**src/rtl/fpu_uni2ieee_if.sv**
```systemverilog
// Result bus between FPALU (unified format) and the IEEE-754 binary32 packer.
// The master drives the unified word and out_ready; the slave returns the packed word.
interface fpu_uni2ieee_if;
    logic        din_uni_y_sgn;
    logic [5:0]  din_uni_y_exp;
    logic [21:0] din_uni_y_man_dn;
    logic        in_valid;
    logic        in_ready;
    logic [31:0] dout_ieee;
    logic        dout_zero;
    logic        out_valid;
    logic        out_ready;

    modport master (
        output din_uni_y_sgn, din_uni_y_exp, din_uni_y_man_dn, in_valid, out_ready,
        input  in_ready, dout_ieee, dout_zero, out_valid
    );

    modport slave (
        input  din_uni_y_sgn, din_uni_y_exp, din_uni_y_man_dn, in_valid, out_ready,
        output in_ready, dout_ieee, dout_zero, out_valid
    );
endinterface

```
**src/rtl/fpu_uni2ieee.sv**
```systemverilog
// Unified FPALU result -> normalized IEEE-754 binary32; 2-stage valid/ready pipe, 1 cycle
// from accept to out_valid, full throughput, S2 holds bit-stable and S1 fills under backpressure.
module fpu_uni2ieee (
    input  logic          clk,
    input  logic          rst,
    fpu_uni2ieee_if.slave bus
);

    logic        r_s1_v;
    logic        r_s2_v;
    logic        r_sgn;
    logic [5:0]  r_exp;
    logic [21:0] r_man;
    logic [4:0]  r_lz;
    logic        r_zero;
    logic [31:0] r_dout_ieee;
    logic        r_dout_zero;

    logic        w_s2_adv;
    logic        w_s1_adv;
    logic        w_in_ready;
    logic        w_accept;
    logic [4:0]  w_lz;
    logic [20:0] w_frac;
    logic [7:0]  w_exp8;

    assign w_s2_adv   = !r_s2_v || bus.out_ready;
    assign w_s1_adv   = r_s1_v && w_s2_adv;
    assign w_in_ready = !r_s1_v || w_s2_adv;
    assign w_accept   = bus.in_valid && w_in_ready;

    // Highest set bit wins; an all-zero mantissa leaves lz at 0 and is flagged separately.
    always_comb begin
        w_lz = 5'd0;
        for (int i = 0; i < 22; i++) begin
            if (bus.din_uni_y_man_dn[i]) begin
                w_lz = 5'(21 - i);
            end
        end
    end

    // Leading one is shifted out of the top; the remaining 21 bits are the fraction MSBs.
    assign w_frac = 21'(r_man << r_lz);
    assign w_exp8 = 8'(r_exp) + 8'd95 - 8'(r_lz);

    always_ff @(posedge clk) begin
        if (rst) begin
            r_s1_v      <= 1'b0;
            r_s2_v      <= 1'b0;
            r_sgn       <= 1'b0;
            r_exp       <= 6'd0;
            r_man       <= 22'd0;
            r_lz        <= 5'd0;
            r_zero      <= 1'b0;
            r_dout_ieee <= 32'd0;
            r_dout_zero <= 1'b0;
        end else begin
            if (w_accept) begin
                r_sgn  <= bus.din_uni_y_sgn;
                r_exp  <= bus.din_uni_y_exp;
                r_man  <= bus.din_uni_y_man_dn;
                r_lz   <= w_lz;
                r_zero <= (bus.din_uni_y_man_dn == 22'd0);
            end
            r_s1_v <= w_accept ? 1'b1 : (w_s1_adv ? 1'b0 : r_s1_v);
            r_s2_v <= w_s1_adv ? 1'b1 : (bus.out_ready ? 1'b0 : r_s2_v);
            if (w_s1_adv) begin
                if (r_zero) begin
                    r_dout_ieee <= {r_sgn, 31'd0};
                    r_dout_zero <= 1'b1;
                end else begin
                    r_dout_ieee <= {r_sgn, w_exp8, w_frac, 2'b00};
                    r_dout_zero <= 1'b0;
                end
            end
        end
    end

    assign bus.in_ready  = w_in_ready;
    assign bus.out_valid = r_s2_v;
    assign bus.dout_ieee = r_dout_ieee;
    assign bus.dout_zero = r_dout_zero;

endmodule
```
**src/flat_wrapper.sv**
```systemverilog
// flat-port wrapper written by rule: the top's interface ports become plain ports
module fpu_uni2ieee_flat 
  (clk, rst, bus_din_uni_y_sgn, bus_din_uni_y_exp, bus_din_uni_y_man_dn, bus_in_valid, bus_out_ready, bus_in_ready, bus_dout_ieee, bus_dout_zero, bus_out_valid);
  fpu_uni2ieee_if bus_i ();
  input  logic clk;
  input  logic rst;
  input wire logic [$bits(bus_i.din_uni_y_sgn)-1:0] bus_din_uni_y_sgn;
  input wire logic [$bits(bus_i.din_uni_y_exp)-1:0] bus_din_uni_y_exp;
  input wire logic [$bits(bus_i.din_uni_y_man_dn)-1:0] bus_din_uni_y_man_dn;
  input wire logic [$bits(bus_i.in_valid)-1:0] bus_in_valid;
  input wire logic [$bits(bus_i.out_ready)-1:0] bus_out_ready;
  output wire logic [$bits(bus_i.in_ready)-1:0] bus_in_ready;
  output wire logic [$bits(bus_i.dout_ieee)-1:0] bus_dout_ieee;
  output wire logic [$bits(bus_i.dout_zero)-1:0] bus_dout_zero;
  output wire logic [$bits(bus_i.out_valid)-1:0] bus_out_valid;
  assign bus_i.din_uni_y_sgn = bus_din_uni_y_sgn;
  assign bus_i.din_uni_y_exp = bus_din_uni_y_exp;
  assign bus_i.din_uni_y_man_dn = bus_din_uni_y_man_dn;
  assign bus_i.in_valid = bus_in_valid;
  assign bus_i.out_ready = bus_out_ready;
  assign bus_in_ready = bus_i.in_ready;
  assign bus_dout_ieee = bus_i.dout_ieee;
  assign bus_dout_zero = bus_i.dout_zero;
  assign bus_out_valid = bus_i.out_valid;
  fpu_uni2ieee u_core (.clk(clk), .rst(rst), .bus(bus_i));
endmodule
```
**config.mk**
```make
export PLATFORM = sky130hd
export DESIGN_NAME = fpu_uni2ieee_flat
export DESIGN_NICKNAME = d
export VERILOG_FILES = /design/src/rtl/fpu_uni2ieee_if.sv /design/src/rtl/fpu_uni2ieee.sv /design/src/flat_wrapper.sv
export SDC_FILE = /design/constraint.sdc
export NUM_CORES = 1
export LEC_CHECK = 0
export BUFFER_PORTS_ARGS = -buffer_cell sky130_fd_sc_hd__buf_2
export CAP_MARGIN = 20
export CORE_MARGIN = 4
export CORE_UTILIZATION = 60
export CTS_CLUSTER_DIAMETER = 120
export DETAILED_ROUTE_END_ITERATION = 7
export PLACE_DENSITY = 0.84
export RECOVER_POWER = 50
export SLEW_MARGIN = 30
export SYNTH_ARGS = -nofsm -noshare
export SYNTH_HDL_FRONTEND = slang
export SYNTH_SLANG_ARGS = --single-unit
```
**constraint.sdc**
```tcl
create_clock -name clk -period 4.9 [get_ports clk]
set_input_delay 1.225 -clock clk [delete_from_list [all_inputs] [get_ports clk]]
set_output_delay 1.225 -clock clk [all_outputs]
set_load 0.02 [all_outputs]
```
# Word-level counts from Yosys, hierarchy flattened
# Cells that the tools add are included.
# word_totals
register_bits	70
latch_bits	0
ram_bits	0
mem_bits_ro	0
in_bits	33
output_inout_bits	35
word_cells	49
mem_count	0
# classes
addsub	2
mul	0
n_div	0
n_lt_le_gt_ge	0
eq_ne	0
n_shift	1
n_mux	28
n_bitwise	0
n_reduce_logical	9
# op_table
cell	n
two-way mux 5 bit	22
two-way mux 31 bit	1
zero test 22 bit	1
<< shifter 22 x 5 -> 21 bit	1
adder 6 x 7 -> 8 bit (second input constant)	1
subtractor 8 x 5 -> 8 bit	1
two-way mux 1 bit	5
nonzero test 2 bit	2
logical AND 1 bit	2
zero test 1 bit	2
logical OR 1 bit	2

# Longest topological paths before layout
# Gate-level depths: netlist of the first run.
# depth
ltp_word	22
depth_mapped	13
depth_no_buf	10

# Least setup slack after synthesis of the first run
# OpenSTA, ideal clock, no wires.
# synth_timing
path_type	input -> output
startpoint	input bus_out_ready
endpoint	output bus_in_ready
t_arrival_ps	1523
required_time_ps	3675
slack_ps	2152
cell_stages	1
n_path_buf	0
path_cell_list	nand3b_1
# synth_between
elab_chain_cells	2
# synth_rtl
element	line	rtl
start, declared	flat_wrapper.sv:11	input wire logic [$bits(bus_i.out_ready)-1:0] bus_out_ready;
logical OR 1 bit	fpu_uni2ieee.sv:27	assign w_s2_adv = !r_s2_v || bus.out_ready;
logical OR 1 bit	fpu_uni2ieee.sv:29	assign w_in_ready = !r_s1_v || w_s2_adv;
end, declared	flat_wrapper.sv:12	output wire logic [$bits(bus_i.in_ready)-1:0] bus_in_ready;
# No other way between the ends.

==> results of run 1 <==
sequential cells by signal, indices dropped and copies added (netlist names):
register / cells
u_core.r_lz: 5
u_core.r_zero: 1
u_core.r_sgn: 1
u_core.bus.out_valid: 1
u_core.r_exp: 6
u_core.r_man: 21
u_core.r_s1_v: 1
u_core.bus.dout_zero: 1
u_core.bus.dout_ieee: 30
report_power, final:
| part | switching [mW] | internal, mW |
|---|---|---|
| logic | 0.119 | 0.0795 |
| registers | 0.0249 | 0.569 |
| clock network | 0.220 | 0.284 |
| total | 0.364 | 0.933 |
worst max-delay path, cell delays in order:
cell	delay, ps
clkbuf_1	1550
inv_1	320
nand4_1	320
nor2b_1	80
a221o_1	260
layout make-up:
type | count | area, um2
multi-input combinational | 339 | 2190
fill | 505 | 1760
sequential | 67 | 1340
timing repair buffer | 67 | 295
clock buffer | 9 | 124
tap | 75 | 93.8
clock inverter | 7 | 92.6
inverter | 15 | 56.3
cell usage after synthesis, drive strengths merged (11+ instances only):
cell and n:
a22oi 14, buf 12, mux2i 14, mux4 12, dfxtp 67, mux2 11, nand2 89, a21oi 48
o21ai 13, nor2 43, inv 14, clkbuf 17, nor3 13
metrics by stage:
step                      utilization, %  std cells  hold slack [ps]  setup WS (ps)
after floorplan                        -        450              432           2150
after global placement              67.4        563              444           1950
after detailed placement            67.5        563              450           1850
after CTS                           71.2        579              461           1890
after global routing                70.5        579              487           1140
final                               70.5        579              458           1380
layer usage:
| metal | up-vias | share of wire (%) |
|---|---|---|
| met2 | 175 | 45 |
| met4 | 0 | 2.8 |
| li1 | 1713 | - |
| met1 | 1600 | 44 |
| met3 | 25 | 8.2 |
| met5 | - | 0 |
worst paths after layout:
kind,from,end,depth (start not counted)
worst min register to register,u_core.r_sgn,u_core.r_sgn,2
worst min-delay path,u_core.r_sgn,u_core.r_sgn,2
worst max-delay path,rst,u_core.bus.dout_ieee[17],5
worst max register to register,u_core.r_lz[2],u_core.bus.dout_ieee[28],8
kinds of logic after synthesis:
family                   count (synthesis)  share of synthesized area [%]
adder cells (fa/ha/maj)                 11                           3.90
flip-flops                              67                           36.0
other                                    1                          0.101
AO/OA/AOI/OAI                          109                           19.0
AND/OR/NAND/NOR                        179                           20.7
buffers and inverters                   44                           5.55
multiplexers                            37                           14.5
XOR/XNOR                                 1                          0.235
==> results.ini, run 1 <==
[clock_tree]
cts_max_level = 3
cts.sinks = 67
cts-buffers-inserted = 9
cts_buffer_depth = 2
cts_resized = 0
postCtsHoldBufs = 0
clkTransAtPathRegs_ps = 80
insertion_delay_ps = 360
clockRootBuffer = clkbuf_8
post-cts-setup-buffers = 0
cts_tree = done

[power]
total_power_mw = 1.30
ir_drop_mv = 0.227
powerDensity_nw_per_um2 = 309
p_leak_nw = 1.60

[routing]
wirelength_mm = 9.46
route.detailed.drc = 0
ant_nets = 0
vias_per_cell = 6.07
first_iter_violations = 389
wl_per_cell_um = 16.3
firstDrtPassIters = 5
routed-via-count = 3513

[yosys]
synthCells = 449
synth_top_flop_cell = dfxtp_1
synth_area_leader_cell = dfxtp_1
synthTopCellsByArea = dfxtp_1 (36%), nand2_1 (9.0%), mux4_2 (6.7%), a21oi_1 (6.5%), nor2_1 (4.3%)
ys_seq_area_share_pct = 36.0
yosys_register_bits = 67
syn_area_um2 = 3720
synthArstFlopShare_pct = 0
synth_cell_types = 48
synth-edff-count = 0
synth.avg_cell_area_um2 = 8.29
yosys_warnings = 0
synth_top_area_share_pct = 36.0

[sta]
slew_violations = 53
post-route-period-util_pct = 71.8
finalHoldViolations = 0
period_minus_slack_ps = 3520
grt_setup_unrepaired = false
finClkSkew_ps = 9.15
tightest_slew_ps = 2200
fmax_mhz = 284
setup_tns_ps = 0
max_slew_margin_pct = -46.8
setup_viol = 0

[layout]
finalInstanceArea_um2 = 4200
final_cell_mix = nand2_1 (87), dfxtp_1 (66), a21oi_1 (47)
syn2layout_area_growth_pct = 12.8
layout_commonest_cell = nand2_1
antenna_cells = 0
drive_gt1_share_pct = 15.3
fin_nets = 543

[placement]
dpl_cell_area_um2 = 4020
routabilityCongestion = 0.917
hpwl_mm = 6.88
port_buffers = 65

[grt]
met2_usage_pct = 39.4
antenna_found_initial = 0
busiest_layer = met2
grt_overflow = 0
grt_use_total_pct = 26.2
grt_pass1_wl_mm = 15.5
grt_start_max_net_pins = 53
grt_pass1_vias = 3222
met1_usage_pct = 35.5
grtUsageMet3_pct = 6.18

[run_status]
status = finished, violations left
violations = capacitance limit, slew limit

[worst_setup_path]
crit_arrival_ps = 3770
path_class = in -> reg
worstPathRequired_ps = 5150
start_kind = input port
end_kind = register
rrSetupSlack_ps = 1890
path_max_fanout = 52

[floorplanning]
initial_core_util_pct = 62.5
die-area_um2 = 7530
rows = 28
fp.dieH_um = 86.8
io_pins = 68
die_x_um = 86.8
core-area_um2 = 5960

[flow_run]
drv_cap = 1

[min_path]
hold_class = reg -> reg

No activity file was read; power rests on OpenSTA's default activity.
==> run 2: changes to the inputs <==
Settings changed: CORE_UTILIZATION 60 to 50, PLACE_DENSITY 0.84 to 0.75.
Clock period 4.9 ns to 3.1 ns, I/O delays scaled along.
==> run 2 against run 1 <==
  * The run now ends clean
  * Clock skew about the same
  * First-iteration DRC count down 45%
  * Via count down 0.37%
  * Critical path type unchanged
  * Critical endpoint is now u_core.bus.dout_ieee[22]
  * Highest routed layer unchanged
==> results.ini, run 2 (synthesized netlist as in run 1, its figures left out) <==
[run_status]
status = completed

[sta]
slew_violations = 0  ; -100%
finalHoldViolations = 0  ; unchanged
setup_viol = 0  ; unchanged
grt_setup_unrepaired = false
fmax_mhz = 374
post-route-period-util_pct = 86.2
setup_slack_ps = 428  ; -951 ps
finClkSkew_ps = 8.79  ; -0.365 ps
tightest_slew_ps = 1190  ; -1020 ps
max_slew_margin_pct = 20.9  ; +68 points
period_minus_slack_ps = 2670
setup_tns_ps = 0  ; unchanged

[clock_tree]
clkTransAtPathRegs_ps = 70  ; about the same
cts_max_level = 3  ; unchanged
insertion_delay_ps = 350  ; about the same
cts_buffer_depth = 2  ; unchanged
cts_tree = done
post-cts-setup-buffers = 0  ; unchanged
cts-buffers-inserted = 9  ; unchanged
cts.sinks = 67  ; unchanged
cts_resized = 0  ; unchanged
postCtsHoldBufs = 0  ; unchanged
clockRootBuffer = clkbuf_8

[power]
total_power_mw = 2.07  ; +60%
p_leak_nw = 1.64  ; +2.5%
powerDensity_nw_per_um2 = 485  ; +57%
ir_drop_mv = 0.261  ; +15%

[placement]
routabilityCongestion = 0.899  ; -1.9%
dpl_cell_area_um2 = 4120  ; +2.3%
hpwl_mm = 7.48  ; +8.7%
port_buffers = 65  ; unchanged
dp_slack_ps = 658  ; -1200 ps

[worst_setup_path]
worstPathRequired_ps = 3350  ; -1800 ps
rrSetupSlack_ps = 570  ; -1320 ps
path_cells = clkbuf_1 > clkbuf_2 > a21oi_1 > nor2b_1 > a41o_1
worstReg2RegEnd = u_core.bus.dout_ieee[28]
cp-startpoint = rst
worstRegToRegCells = 8  ; unchanged
start_kind = input port
path_class = in -> reg
crit_path_top_delay_cell = clkbuf_1
critPathMaxStageDelay_ps = 850  ; -700 ps
end_kind = register
crit_arrival_ps = 2920  ; -850 ps
rr_startpoint = u_core.r_lz[3]
path_max_fanout = 40  ; -23%

[grt]
antenna_found_initial = 0  ; unchanged
grt_use_total_pct = 23.3  ; -2.9 points
grt_start_max_net_pins = 41  ; -23%
grt_pass1_vias = 3223  ; +0.031%
grt_overflow = 0  ; unchanged
grt_pass1_wl_mm = 16.2  ; +4.8%

[layout]
antenna_cells = 0  ; unchanged
fillers = 692  ; +37%
layout_commonest_cell = nand2_1
utilization_pct = 59.0  ; -12 points
largest_reg_flops = 30  ; unchanged
final_cell_mix = nand2_1 (89), dfxtp_1 (67), a21oi_1 (47)
fin_nets = 550  ; +1.3%
finalInstanceArea_um2 = 4280  ; +1.9%
drive_gt1_share_pct = 16.2  ; +0.96 points
syn2layout_area_growth_pct = 14.9

[floorplanning]
initial_core_util_pct = 51.3  ; -11 points
rows = 31  ; +11%
die_x_um = 94.3  ; +8.7%
die-area_um2 = 8890  ; +18%
fp.dieH_um = 94.3  ; +8.7%
io_pins = 68  ; unchanged
core-area_um2 = 7250  ; +22%

[routing]
ant_nets = 0  ; unchanged
first_iter_violations = 214  ; -45%
wl_per_cell_um = 16.5  ; +1.3%
wirelength_mm = 10.1  ; +6.7%
route.detailed.drc = 0  ; unchanged
routed-via-count = 3500  ; -0.37%
vias_per_cell = 5.74  ; -5.4%
firstDrtPassIters = 5  ; unchanged

[flow_run]
drv_cap = 0  ; -1

[min_path]
hold_class = reg -> reg
hold_start = u_core.r_sgn
min_to = u_core.bus.dout_ieee[31]
min_path_cells = 2  ; unchanged

==> run 2: cell types whose count changed in the layout (fill, tap and decap cells not counted), moves of 2 or more <==
cell	before	now
nand2_1	87	89
clkbuf_1	34	32
buf_4	1	8
nand2_2	2	0
==> run 2: cell type report <==
type | count | area (um2) | share of cell area (%)
Clock buffer | 9 | 124 | 2.90
Clock inverter | 7 | 92.6 | 2.17
Inverter | 15 | 56.3 | 1.32
Multi-Input combinational cell | 339 | 2190 | 51.2
Sequential cell | 67 | 1340 | 31.4
Tap cell | 99 | 124 | 2.90
Timing Repair Buffer | 74 | 350 | 8.19
==> run 2: worst max path at each step <==
stage,endpoint,slack [ps]
2_1_floorplan,u_core.bus.dout_ieee[28],810
3_3_place_gp,u_core.bus.dout_ieee[28],720
3_5_place_dp,u_core.bus.dout_ieee[28],660
4_1_cts,u_core.bus.dout_ieee[28],630
5_1_grt,u_core.bus.dout_ieee[22],250
6_report,u_core.bus.dout_ieee[22],430
==> run 2: critical path, delay by kind of cell <==
family / cells / cell delay (ps)
compound gates: 2 / 310
buf+inv: 2 / 1640
simple gates: 1 / 180
==> run 2: through the flow <==
step,instances,hold WS [ps]
3_5_place_dp,594,449
2_1_floorplan,450,432
6_report,610,457
4_1_cts,610,460
5_1_grt,610,491
3_3_place_gp,594,443
==> run 2: power by group <==
part / switching [mW] / internal, mW / leakage (nW)
Combinational: 0.199 / 0.130 / 0.986
Clock: 0.362 / 0.449 / 0.101
Sequential: 0.0335 / 0.899 / 0.547
Total: 0.594 / 1.48 / 1.64
==> run 2: metal layers <==
metal | global-route usage, % | wire length [um] | up-vias
met4 | 6.50 | 116 | 0
li1 | - | - | 1722
met2 | 36.2 | 4680 | 110
met3 | 4.57 | 552 | 11
met5 | 0 | 0 | -
met1 | 33.0 | 4740 | 1657
